## src/rtl/gpu_rect_fill_if.sv

```systemverilog
// gpu_rect_fill_if -- command and VRAM write bus for the rectangle fill engine.
//   Command side : start_i (1-cycle strobe), x_i/y_i (top-left), w_i/h_i
//                  (size), color_i (fill byte).
//   Status side  : busy_o (writes in progress), done_o (1-cycle completion).
//   VRAM side    : v_we_o, v_addr_o (15-bit byte address), v_data_o.
// master = command issuer / VRAM sink, slave = fill engine.
interface gpu_rect_fill_if;
  logic        start_i;
  logic [7:0]  x_i;
  logic [7:0]  y_i;
  logic [7:0]  w_i;
  logic [7:0]  h_i;
  logic [7:0]  color_i;
  logic        busy_o;
  logic        done_o;
  logic        v_we_o;
  logic [14:0] v_addr_o;
  logic [7:0]  v_data_o;

  modport master (
    output start_i, x_i, y_i, w_i, h_i, color_i,
    input  busy_o, done_o, v_we_o, v_addr_o, v_data_o
  );

  modport slave (
    input  start_i, x_i, y_i, w_i, h_i, color_i,
    output busy_o, done_o, v_we_o, v_addr_o, v_data_o
  );
endinterface

```

## src/rtl/gpu_rect_fill.sv

```systemverilog
// gpu_rect_fill -- fills a clipped rectangle of an H_RES x V_RES byte
// framebuffer with one colour, one VRAM write per clock.
//   clk   : sole clock, rising edge
//   rst   : asynchronous active-high reset
//   bus   : gpu_rect_fill_if.slave -- command inputs, busy/done status and
//           the VRAM write port (v_we_o / v_addr_o / v_data_o)
// Every output is a flop; nothing on the command inputs reaches an output
// combinationally.
module gpu_rect_fill #(
  parameter int H_RES = 200,
  parameter int V_RES = 150
) (
  input  logic           clk,
  input  logic           rst,
  gpu_rect_fill_if.slave bus
);

  localparam logic [8:0]  H_END  = 9'(H_RES);
  localparam logic [8:0]  V_END  = 9'(V_RES);
  localparam logic [14:0] H_STEP = 15'(H_RES);

  typedef enum logic [1:0] {IDLE, FILL, DONE} state_t;

  state_t      state_q, state_d;
  logic [8:0]  col_q, col_d;           // current column
  logic [8:0]  row_q, row_d;           // current row
  logic [8:0]  col_start_q, col_start_d; // left column, reloaded each row
  logic [8:0]  col_end_q, col_end_d;   // clipped exclusive column end
  logic [8:0]  row_end_q, row_end_d;   // clipped exclusive row end
  logic [14:0] row_base_q, row_base_d; // row * H_RES, kept incrementally
  logic [14:0] addr_q, addr_d;
  logic [7:0]  data_q, data_d;
  logic        we_q, we_d;
  logic        busy_q, busy_d;
  logic        done_q, done_d;

  // Command decode, only meaningful in IDLE with start_i high.
  // Ends are formed at 9 bits so x+w / y+h cannot wrap before clipping.
  logic [8:0]  x_ext, y_ext, col_sum, row_sum, col_clip, row_clip;
  logic [14:0] start_base;
  logic        cmd_empty;
  logic [8:0]  col_nxt, row_nxt;

  always_comb begin
    x_ext    = {1'b0, bus.x_i};
    y_ext    = {1'b0, bus.y_i};
    col_sum  = x_ext + {1'b0, bus.w_i};
    row_sum  = y_ext + {1'b0, bus.h_i};
    col_clip = (col_sum > H_END) ? H_END : col_sum;
    row_clip = (row_sum > V_END) ? V_END : row_sum;
    // One multiply per command to seed the row base; per-pixel and per-row
    // addressing after that is add-only.
    start_base = 15'(bus.y_i) * H_STEP;
    cmd_empty  = (bus.w_i == 8'd0) || (bus.h_i == 8'd0) ||
                 (x_ext >= H_END) || (y_ext >= V_END);
    col_nxt    = col_q + 9'd1;
    row_nxt    = row_q + 9'd1;
  end

  // Next-state and registered-output logic.
  always_comb begin
    state_d     = state_q;
    col_d       = col_q;
    row_d       = row_q;
    col_start_d = col_start_q;
    col_end_d   = col_end_q;
    row_end_d   = row_end_q;
    row_base_d  = row_base_q;
    addr_d      = addr_q;
    data_d      = data_q;
    we_d        = 1'b0;
    busy_d      = 1'b0;
    done_d      = 1'b0;

    unique case (state_q)
      IDLE: begin
        if (bus.start_i) begin
          col_start_d = x_ext;
          col_end_d   = col_clip;
          row_end_d   = row_clip;
          data_d      = bus.color_i;
          if (cmd_empty) begin
            state_d = DONE;
            done_d  = 1'b1;
          end else begin
            // First pixel is presented in the very next cycle.
            state_d    = FILL;
            we_d       = 1'b1;
            busy_d     = 1'b1;
            col_d      = x_ext;
            row_d      = y_ext;
            row_base_d = start_base;
            addr_d     = start_base + {6'd0, x_ext};
          end
        end
      end

      FILL: begin
        // The flops hold the pixel being written now; pick the one after it.
        if (col_nxt < col_end_q) begin
          we_d   = 1'b1;
          busy_d = 1'b1;
          col_d  = col_nxt;
          addr_d = addr_q + 15'd1;
        end else if (row_nxt < row_end_q) begin
          we_d       = 1'b1;
          busy_d     = 1'b1;
          row_d      = row_nxt;
          col_d      = col_start_q;
          row_base_d = row_base_q + H_STEP;
          addr_d     = row_base_q + H_STEP + {6'd0, col_start_q};
        end else begin
          // Last pixel is on the bus this cycle.
          state_d = DONE;
          done_d  = 1'b1;
        end
      end

      DONE: begin
        state_d = IDLE;
      end

      default: begin
        state_d = IDLE;
      end
    endcase
  end

  always_ff @(posedge clk or posedge rst) begin
    if (rst) begin
      state_q     <= IDLE;
      col_q       <= '0;
      row_q       <= '0;
      col_start_q <= '0;
      col_end_q   <= '0;
      row_end_q   <= '0;
      row_base_q  <= '0;
      addr_q      <= '0;
      data_q      <= '0;
      we_q        <= 1'b0;
      busy_q      <= 1'b0;
      done_q      <= 1'b0;
    end else begin
      state_q     <= state_d;
      col_q       <= col_d;
      row_q       <= row_d;
      col_start_q <= col_start_d;
      col_end_q   <= col_end_d;
      row_end_q   <= row_end_d;
      row_base_q  <= row_base_d;
      addr_q      <= addr_d;
      data_q      <= data_d;
      we_q        <= we_d;
      busy_q      <= busy_d;
      done_q      <= done_d;
    end
  end

  assign bus.busy_o   = busy_q;
  assign bus.done_o   = done_q;
  assign bus.v_we_o   = we_q;
  assign bus.v_addr_o = addr_q;
  assign bus.v_data_o = data_q;

endmodule

```

## src/flat_wrapper.sv

```systemverilog
// flat-port wrapper written by rule: the top's interface ports become plain ports
module gpu_rect_fill_flat 
#(
  parameter int H_RES = 200,
  parameter int V_RES = 150
)
  (clk, rst, bus_start_i, bus_x_i, bus_y_i, bus_w_i, bus_h_i, bus_color_i, bus_busy_o, bus_done_o, bus_v_we_o, bus_v_addr_o, bus_v_data_o);
  gpu_rect_fill_if bus_i ();
  input  logic clk;
  input  logic rst;
  input wire logic [$bits(bus_i.start_i)-1:0] bus_start_i;
  input wire logic [$bits(bus_i.x_i)-1:0] bus_x_i;
  input wire logic [$bits(bus_i.y_i)-1:0] bus_y_i;
  input wire logic [$bits(bus_i.w_i)-1:0] bus_w_i;
  input wire logic [$bits(bus_i.h_i)-1:0] bus_h_i;
  input wire logic [$bits(bus_i.color_i)-1:0] bus_color_i;
  output wire logic [$bits(bus_i.busy_o)-1:0] bus_busy_o;
  output wire logic [$bits(bus_i.done_o)-1:0] bus_done_o;
  output wire logic [$bits(bus_i.v_we_o)-1:0] bus_v_we_o;
  output wire logic [$bits(bus_i.v_addr_o)-1:0] bus_v_addr_o;
  output wire logic [$bits(bus_i.v_data_o)-1:0] bus_v_data_o;
  assign bus_i.start_i = bus_start_i;
  assign bus_i.x_i = bus_x_i;
  assign bus_i.y_i = bus_y_i;
  assign bus_i.w_i = bus_w_i;
  assign bus_i.h_i = bus_h_i;
  assign bus_i.color_i = bus_color_i;
  assign bus_busy_o = bus_i.busy_o;
  assign bus_done_o = bus_i.done_o;
  assign bus_v_we_o = bus_i.v_we_o;
  assign bus_v_addr_o = bus_i.v_addr_o;
  assign bus_v_data_o = bus_i.v_data_o;
  gpu_rect_fill #(.H_RES(H_RES), .V_RES(V_RES)) u_core (.clk(clk), .rst(rst), .bus(bus_i));
endmodule
```

## config.mk

```make
export PLATFORM = sky130hd
export DESIGN_NAME = gpu_rect_fill_flat
export DESIGN_NICKNAME = d
export VERILOG_FILES = /design/src/rtl/gpu_rect_fill_if.sv /design/src/rtl/gpu_rect_fill.sv /design/src/flat_wrapper.sv
export SDC_FILE = /design/constraint.sdc
export NUM_CORES = 1
export LEC_CHECK = 0
export CAP_MARGIN = 10
export CORE_UTILIZATION = 53
export CTS_CLUSTER_SIZE = 30
export DETAILED_ROUTE_END_ITERATION = 10
export PLACE_DENSITY = 0.89
export SLEW_MARGIN = 15
export SYNTH_ARGS = -nofsm -noshare
export SYNTH_HDL_FRONTEND = slang
export SYNTH_SLANG_ARGS = --single-unit
```

## constraint.sdc

```tcl
create_clock -name clk -period 3 [get_ports clk]
set_clock_uncertainty 0.05 [all_clocks]
set_input_delay 0.3 -clock clk [delete_from_list [all_inputs] [get_ports clk]]
set_output_delay 0.3 -clock clk [all_outputs]
set_load 0.02 [all_outputs]
```

Word level (Yosys, flattened, before mapping)
Cells that the tools add are included.

Bits in registers: 86. Input port bits: 43. Output and inout port bits: 26. Logic and storage cells: 81.

Add/sub/neg operators: 8. $mul: 1. $lt $le $gt $ge: 6. Equal/unequal tests: 7. Muxes and demuxes: 37. Reduce and logical (&&, ||, !) cells: 11.

Operators with widths (number): $mux W15 (8); $mux W9 (10); $pmux W15 S2 (2); $pmux W9 S2 (2); $add A15 B8 Y15 (2); $add A8 B8 Y9 (2); $add A9 B1 Y9 const B (2); $gt A9 B8 Y1 const B (2); $lt A9 B9 Y1 (2); $ge A8 B8 Y1 const B (2); $logic_not A8 Y1 (2); $add A15 B1 Y15 const B (1); $add A15 B8 Y15 const B (1); $mul A8 B5 Y12 const B (1); $mux W1 (8); $mux W2 (4); $ne A2 B2 Y1 const B (4); $reduce_and A5 Y1 (1); $pmux W1 S2 (2); $pmux W2 S2 (1); $reduce_and A4 Y1 (1); $logic_or A1 B1 Y1 (3); $ne A3 B1 Y1 const B (1); $reduce_and A3 Y1 (1); 5 further kinds (5).

Longest topological paths before layout
Depth in word-level cells: 7. Mapped depth: 15. Depth with buffers taken out: 15.

Worst setup path before layout
Ideal clock, no wire load.

Path type: input port to flip-flop. Start point: input port bus_y_i[3]. End point: register u_core.addr_q[13], in the netlist u_core.bus.v_addr_o[13]. Library setup time: 126 ps. Data arrival time: 3067 ps. Required time: 2824 ps. Slack: -243 ps. Stages: 13. Buffers on the path: 0. Cell sequence: inv_1 > ha_1 > inv_1 > ha_1 > fa_1 > ha_1 > o21a_1 > a2111o_1 > o311ai_0 > nand4b_1 > xnor2_1 > o22ai_1 > a21oi_1.

Cells in the longest elaborated chain, start to end: 5. Elaborated cells on any way between the ends: 9. Classes of those cells: add/sub (1); mul (1); order compare (1); eq/ne (1); mux (3); reduce/logical (2).

RTL lines: from (decl) (line flat_wrapper.sv:13) `input wire logic [$bits(bus_i.y_i)-1:0] bus_y_i;`; $mul A8 B5 Y12 (line gpu_rect_fill.sv:53) `start_base = 15'(bus.y_i) * H_STEP;`; $add A15 B8 Y15 (line gpu_rect_fill.sv:93) `addr_d = start_base + {6'd0, x_ext};`; $mux W15 (line gpu_rect_fill.sv:82) `if (cmd_empty) begin`; $mux W15 (line gpu_rect_fill.sv:77) `if (bus.start_i) begin`; $pmux W15 S2 (line gpu_rect_fill.sv:75) `unique case (state_q)`; to (signal assigned) (line gpu_rect_fill.sv:151) `addr_q <= addr_d;`; to (decl) (line gpu_rect_fill.sv:31) `logic [14:0] addr_q, addr_d;`.

Several ways; a longest one is shown, not always the timed one. The select of a mux whose other input is x is not followed. A chain may end at the register's enable or synchronous reset.

Worst setup path in the final report
Start point: register u_core.row_q[0]. End point: register u_core.col_q[0].

Cells in the longest elaborated chain, start to end: 4.

RTL lines: from (decl) (line gpu_rect_fill.sv:26) `logic [8:0] row_q, row_d;`; from (signal assigned) (line gpu_rect_fill.sv:146) `row_q <= row_d;`; $add A9 B1 Y9 (line gpu_rect_fill.sv:57) `row_nxt = row_q + 9'd1;`; $lt A9 B9 Y1 (line gpu_rect_fill.sv:105) `end else if (row_nxt < row_end_q) begin`; $ne A3 B1 Y1 (no line); $reduce_and A4 Y1 (no line); to (signal assigned) (line gpu_rect_fill.sv:145) `col_q <= col_d;`; to (decl) (line gpu_rect_fill.sv:25) `logic [8:0] col_q, col_d;`.

No other way between the ends.

==> metrics.txt <==
# TYPE chip_impl_metric gauge
chip_impl_info{name="run_status",value="complete, but fails checks"} 1
chip_impl_metric{name="gp_congestion",unit=""} 0.8776
chip_impl_metric{name="cts_buffer_depth",unit=""} 2
chip_impl_metric{name="detail_route.vias_per_cell",unit=""} 6.671
chip_impl_metric{name="initial_core_util",unit="%"} 54.44
chip_impl_info{name="ys.flop_type",value="dfrtp_1"} 1
chip_impl_metric{name="hpwlAfterDp",unit="µm"} 14220
chip_impl_metric{name="maxCapViolCount",unit=""} 0
chip_impl_metric{name="hold_buffers",unit=""} 0
chip_impl_metric{name="n_antenna_cell",unit=""} 0
chip_impl_metric{name="core_region_area",unit="mm²"} 0.01267
chip_impl_info{name="endpoint_kind",value="register"} 1
chip_impl_metric{name="instances_no_fill",unit=""} 1159
chip_impl_metric{name="period_minus_slack",unit="ns"} 3.394
chip_impl_metric{name="postRouteAntennaNets",unit=""} 0
chip_impl_metric{name="timing.final.hold_violations",unit=""} 0
chip_impl_metric{name="routed_wl",unit="µm"} 25990
chip_impl_metric{name="cp_slowest_stage_delay",unit="ns"} 0.43
chip_impl_metric{name="die_h",unit="µm"} 116.1
chip_impl_metric{name="clkTransAtPathRegs",unit="ns"} 0.07
chip_impl_metric{name="slew_viol_final",unit=""} 0
chip_impl_metric{name="post_drt_wl_per_cell",unit="µm"} 22.42
chip_impl_metric{name="final_net_count",unit=""} 1109
chip_impl_metric{name="power_per_cell_area",unit="mW/mm²"} 1293
chip_impl_metric{name="number_of_antenna_violations_at_the_first_check_in_global_routing",unit=""} 0
chip_impl_metric{name="required",unit="ns"} 3.16
chip_impl_metric{name="postSynthRegisterBits",unit=""} 83
chip_impl_metric{name="placed_cells_incl_taps",unit=""} 1116
chip_impl_metric{name="async_flop_share",unit="%"} 100.0
chip_impl_metric{name="io_pins",unit=""} 69
chip_impl_metric{name="first_global_vias",unit=""} 7074
chip_impl_metric{name="layout-drive-gt1-share",unit="%"} 23.71
chip_impl_metric{name="number_of_buffers_created_by_cts",unit=""} 9
chip_impl_metric{name="place.port_buffers",unit=""} 68
chip_impl_metric{name="htree_levels",unit=""} 3
chip_impl_info{name="path_common_cell",value="buf_4"} 1
chip_impl_metric{name="setup_viol_count_final",unit=""} 46
chip_impl_metric{name="worstMarginPinSlew",unit="ns"} 1.052
chip_impl_metric{name="grt_start_max_net_pins",unit=""} 39
chip_impl_metric{name="crit_arrival",unit="ns"} 3.56
chip_impl_metric{name="syn-cell-area",unit="mm²"} 0.006898
chip_impl_metric{name="cts.sink_count",unit=""} 83
chip_impl_metric{name="gr-usage-all-layers",unit="%"} 32.16
chip_impl_metric{name="route.detailed.drc",unit=""} 0
chip_impl_info{name="tritoncts",value="done"} 1
chip_impl_metric{name="first_iter_violations",unit=""} 969
chip_impl_info{name="commonest_cells_after_routing_fill_and_taps_aside",value="nand2_1, buf_4, dfrtp_1"} 1
chip_impl_metric{name="clk_latency",unit="ns"} 0.34
chip_impl_info{name="violated_checks",value="negative setup slack"} 1
chip_impl_metric{name="detailed_route_via_count",unit=""} 7732
chip_impl_metric{name="worst-path-buf-inv",unit=""} 4
chip_impl_metric{name="floorplan.die.width",unit="µm"} 116.1
chip_impl_metric{name="number_of_enable_flip_flop_cells_after_synthesis",unit=""} 0
chip_impl_metric{name="critical_path.max_fanout",unit=""} 3
chip_impl_metric{name="p_leak",unit="µW"} 0.004217
chip_impl_metric{name="synth.net_count",unit=""} 954
chip_impl_metric{name="final_worst_path_setup_slack",unit="ns"} -0.3941
chip_impl_info{name="root_buffer_cell",value="clkbuf_16"} 1
chip_impl_metric{name="postSynthAreaPerCell",unit="µm²"} 8.331
chip_impl_metric{name="grt_pass1_wl",unit="µm"} 33640
chip_impl_metric{name="floorplan.rows",unit=""} 41
chip_impl_info{name="worst_hold_path_type",value="input pin to async pin"} 1
chip_impl_info{name="setup_crit_path_kind",value="register to register"} 1
chip_impl_metric{name="synth.yosys.warnings",unit=""} 0
chip_impl_metric{name="floorplan.die_area",unit="mm²"} 0.01347
chip_impl_info{name="path_delay_family",value="compound AO/OA/AOI/OAI gates"} 1
chip_impl_info{name="path_cells",value="buf_6 -> nand3_4 -> buf_4 -> xnor2_1 -> ha_1 -> nand4_1 -> a211oi_2 -> o22ai_2 -> buf_4 -> or2_4 -> buf_4 -> nor2_1 -> a211oi_2 -> a211oi_1"} 1
chip_impl_metric{name="period_share",unit="%"} 113.1
chip_impl_info{name="cp-start-kind",value="register"} 1
chip_impl_info{name="most_common_cell_after_layout_fill_and_taps_aside",value="nand2_1"} 1
chip_impl_metric{name="maxClockFrequency",unit="MHz"} 294.6
chip_impl_metric{name="netlist-cell-type-count",unit=""} 72
chip_impl_metric{name="flow.area_growth_from_synthesis",unit="%"} 37.17
chip_impl_metric{name="first_drt_pass_iteration_count",unit=""} 6
chip_impl_metric{name="final_core_util",unit="%"} 74.67
chip_impl_metric{name="vdd_drop_max",unit="V"} 0.0005925
chip_impl_metric{name="post_synth_inst_count",unit=""} 828
chip_impl_info{name="timing.critical_path.slowest_stage_cell",value="a211oi_1"} 1
chip_impl_metric{name="synth_seq_area_share",unit="%"} 30.11
chip_impl_metric{name="slew-limit-headroom",unit="%"} 29.89
chip_impl_metric{name="grt_overflow_total",unit=""} 0
chip_impl_info{name="grt_setup_unrepaired",value="true"} 1
[stage by stage]
stage               TNS (ns)  hold slack (ns)  area (µm²)  setup WS, ns  total power, µW
finish                -8.835           0.2426        9462       -0.3941            12230
CTS                        0           0.2559        8830     0.0009666            10270
detailed placement    -8.293           0.4115        8373       -0.6978             8721
global route          -12.50           0.2772        9462       -0.4589            12800
global placement      -5.670           0.4069        8373       -0.6155             8419
floorplan                  0           0.3554        6973       0.03310             6497
[repair_timing]
item,in CTS,in global routing
setup endpoints to repair,39,44
gates cloned,0,3
pin swaps,15,40
gates resized for setup,28,118
setup buffers,10,15
[sequential cells by signal, indices dropped and copies added (netlist names), 2 cells and up]
| register | flops |
|---|---|
| u_core.bus.v_addr_o | 15 |
| u_core.row_base_q | 12 |
| u_core.col_end_q | 9 |
| u_core.col_q | 9 |
| u_core.row_end_q | 9 |
| u_core.row_q | 9 |
| u_core.bus.v_data_o | 8 |
| u_core.col_start_q | 8 |
| u_core.state_q | 2 |
[cell type report]
type                    instances  area [µm²]
multi-input cells             655        5010
fillers                       765        3209
flip-flops and latches         83        2081
repair buffers                174        1629
inverters                      60       229.0
clock buffers                   9       225.2
well taps                     172       215.2
clock inverters                 6       72.57
[logic make-up (layout without fill, tap and decap cells)]
logic type	Yosys count	count (layout)	share of synthesized area, %
adders and majority gates	83	83	15.71
xor gates and xnor gates	60	60	7.618
and+or+nand+nor	292	292	19.26
DFF	83	83	30.11
buffers and inverters	90	249	5.206
AOI/OAI and AO/OA	209	209	20.44
muxes	11	11	1.651
[synthesized netlist by cell type, types with 9 or more instances]
cell      number  area share, %
nand4_1        9           0.82
o21ai_0       43            3.1
a31oi_1       16            1.5
xor2_1        19            2.4
nand2b_1       9           0.82
ha_1          77             14
dfrtp_1       83             30
nor2_1        94            5.1
xnor2_1       41            5.2
inv_1         60            3.3
a211oi_1      14            1.5
clkbuf_1      19            1.0
nand2_1      104            5.7
nand3_1       27            2.0
a21oi_1       58            4.2
[power by group]
| part | internal [µW] | switching, µW | total (µW) |
|---|---|---|---|
| clock | 650 | 498 | 1150 |
| combinational | 3840 | 4920 | 8760 |
| sequential | 1660 | 672 | 2330 |
| total | 6140 | 6090 | 12200 |
[per-layer routing]
metal | up-vias | track usage, % | wire length, µm
met5 | - | 0 | 0
met4 | 0 | 17.44 | 2047
met3 | 224 | 6.067 | 2727
met2 | 673 | 55.75 | 12290
met1 | 3598 | 37.61 | 8929
li1 | 3237 | - | -
[final timing paths]
check,from,to,slack [ns],cells past startpoint
setup / recovery,u_core.row_q[0],u_core.col_q[0],-0.39,14
hold / removal,rst,u_core.col_end_q[3],0.24,2
setup reg to reg,u_core.row_q[0],u_core.col_q[0],-0.39,14
hold reg to reg,u_core.bus.v_data_o[2],u_core.bus.v_data_o[2],0.42,2
max in group asynchronous,rst,u_core.bus.v_addr_o[14],1.96,3
min in group clk,u_core.bus.v_data_o[2],u_core.bus.v_data_o[2],0.42,2
No activity file was read; power rests on OpenSTA's default activity.
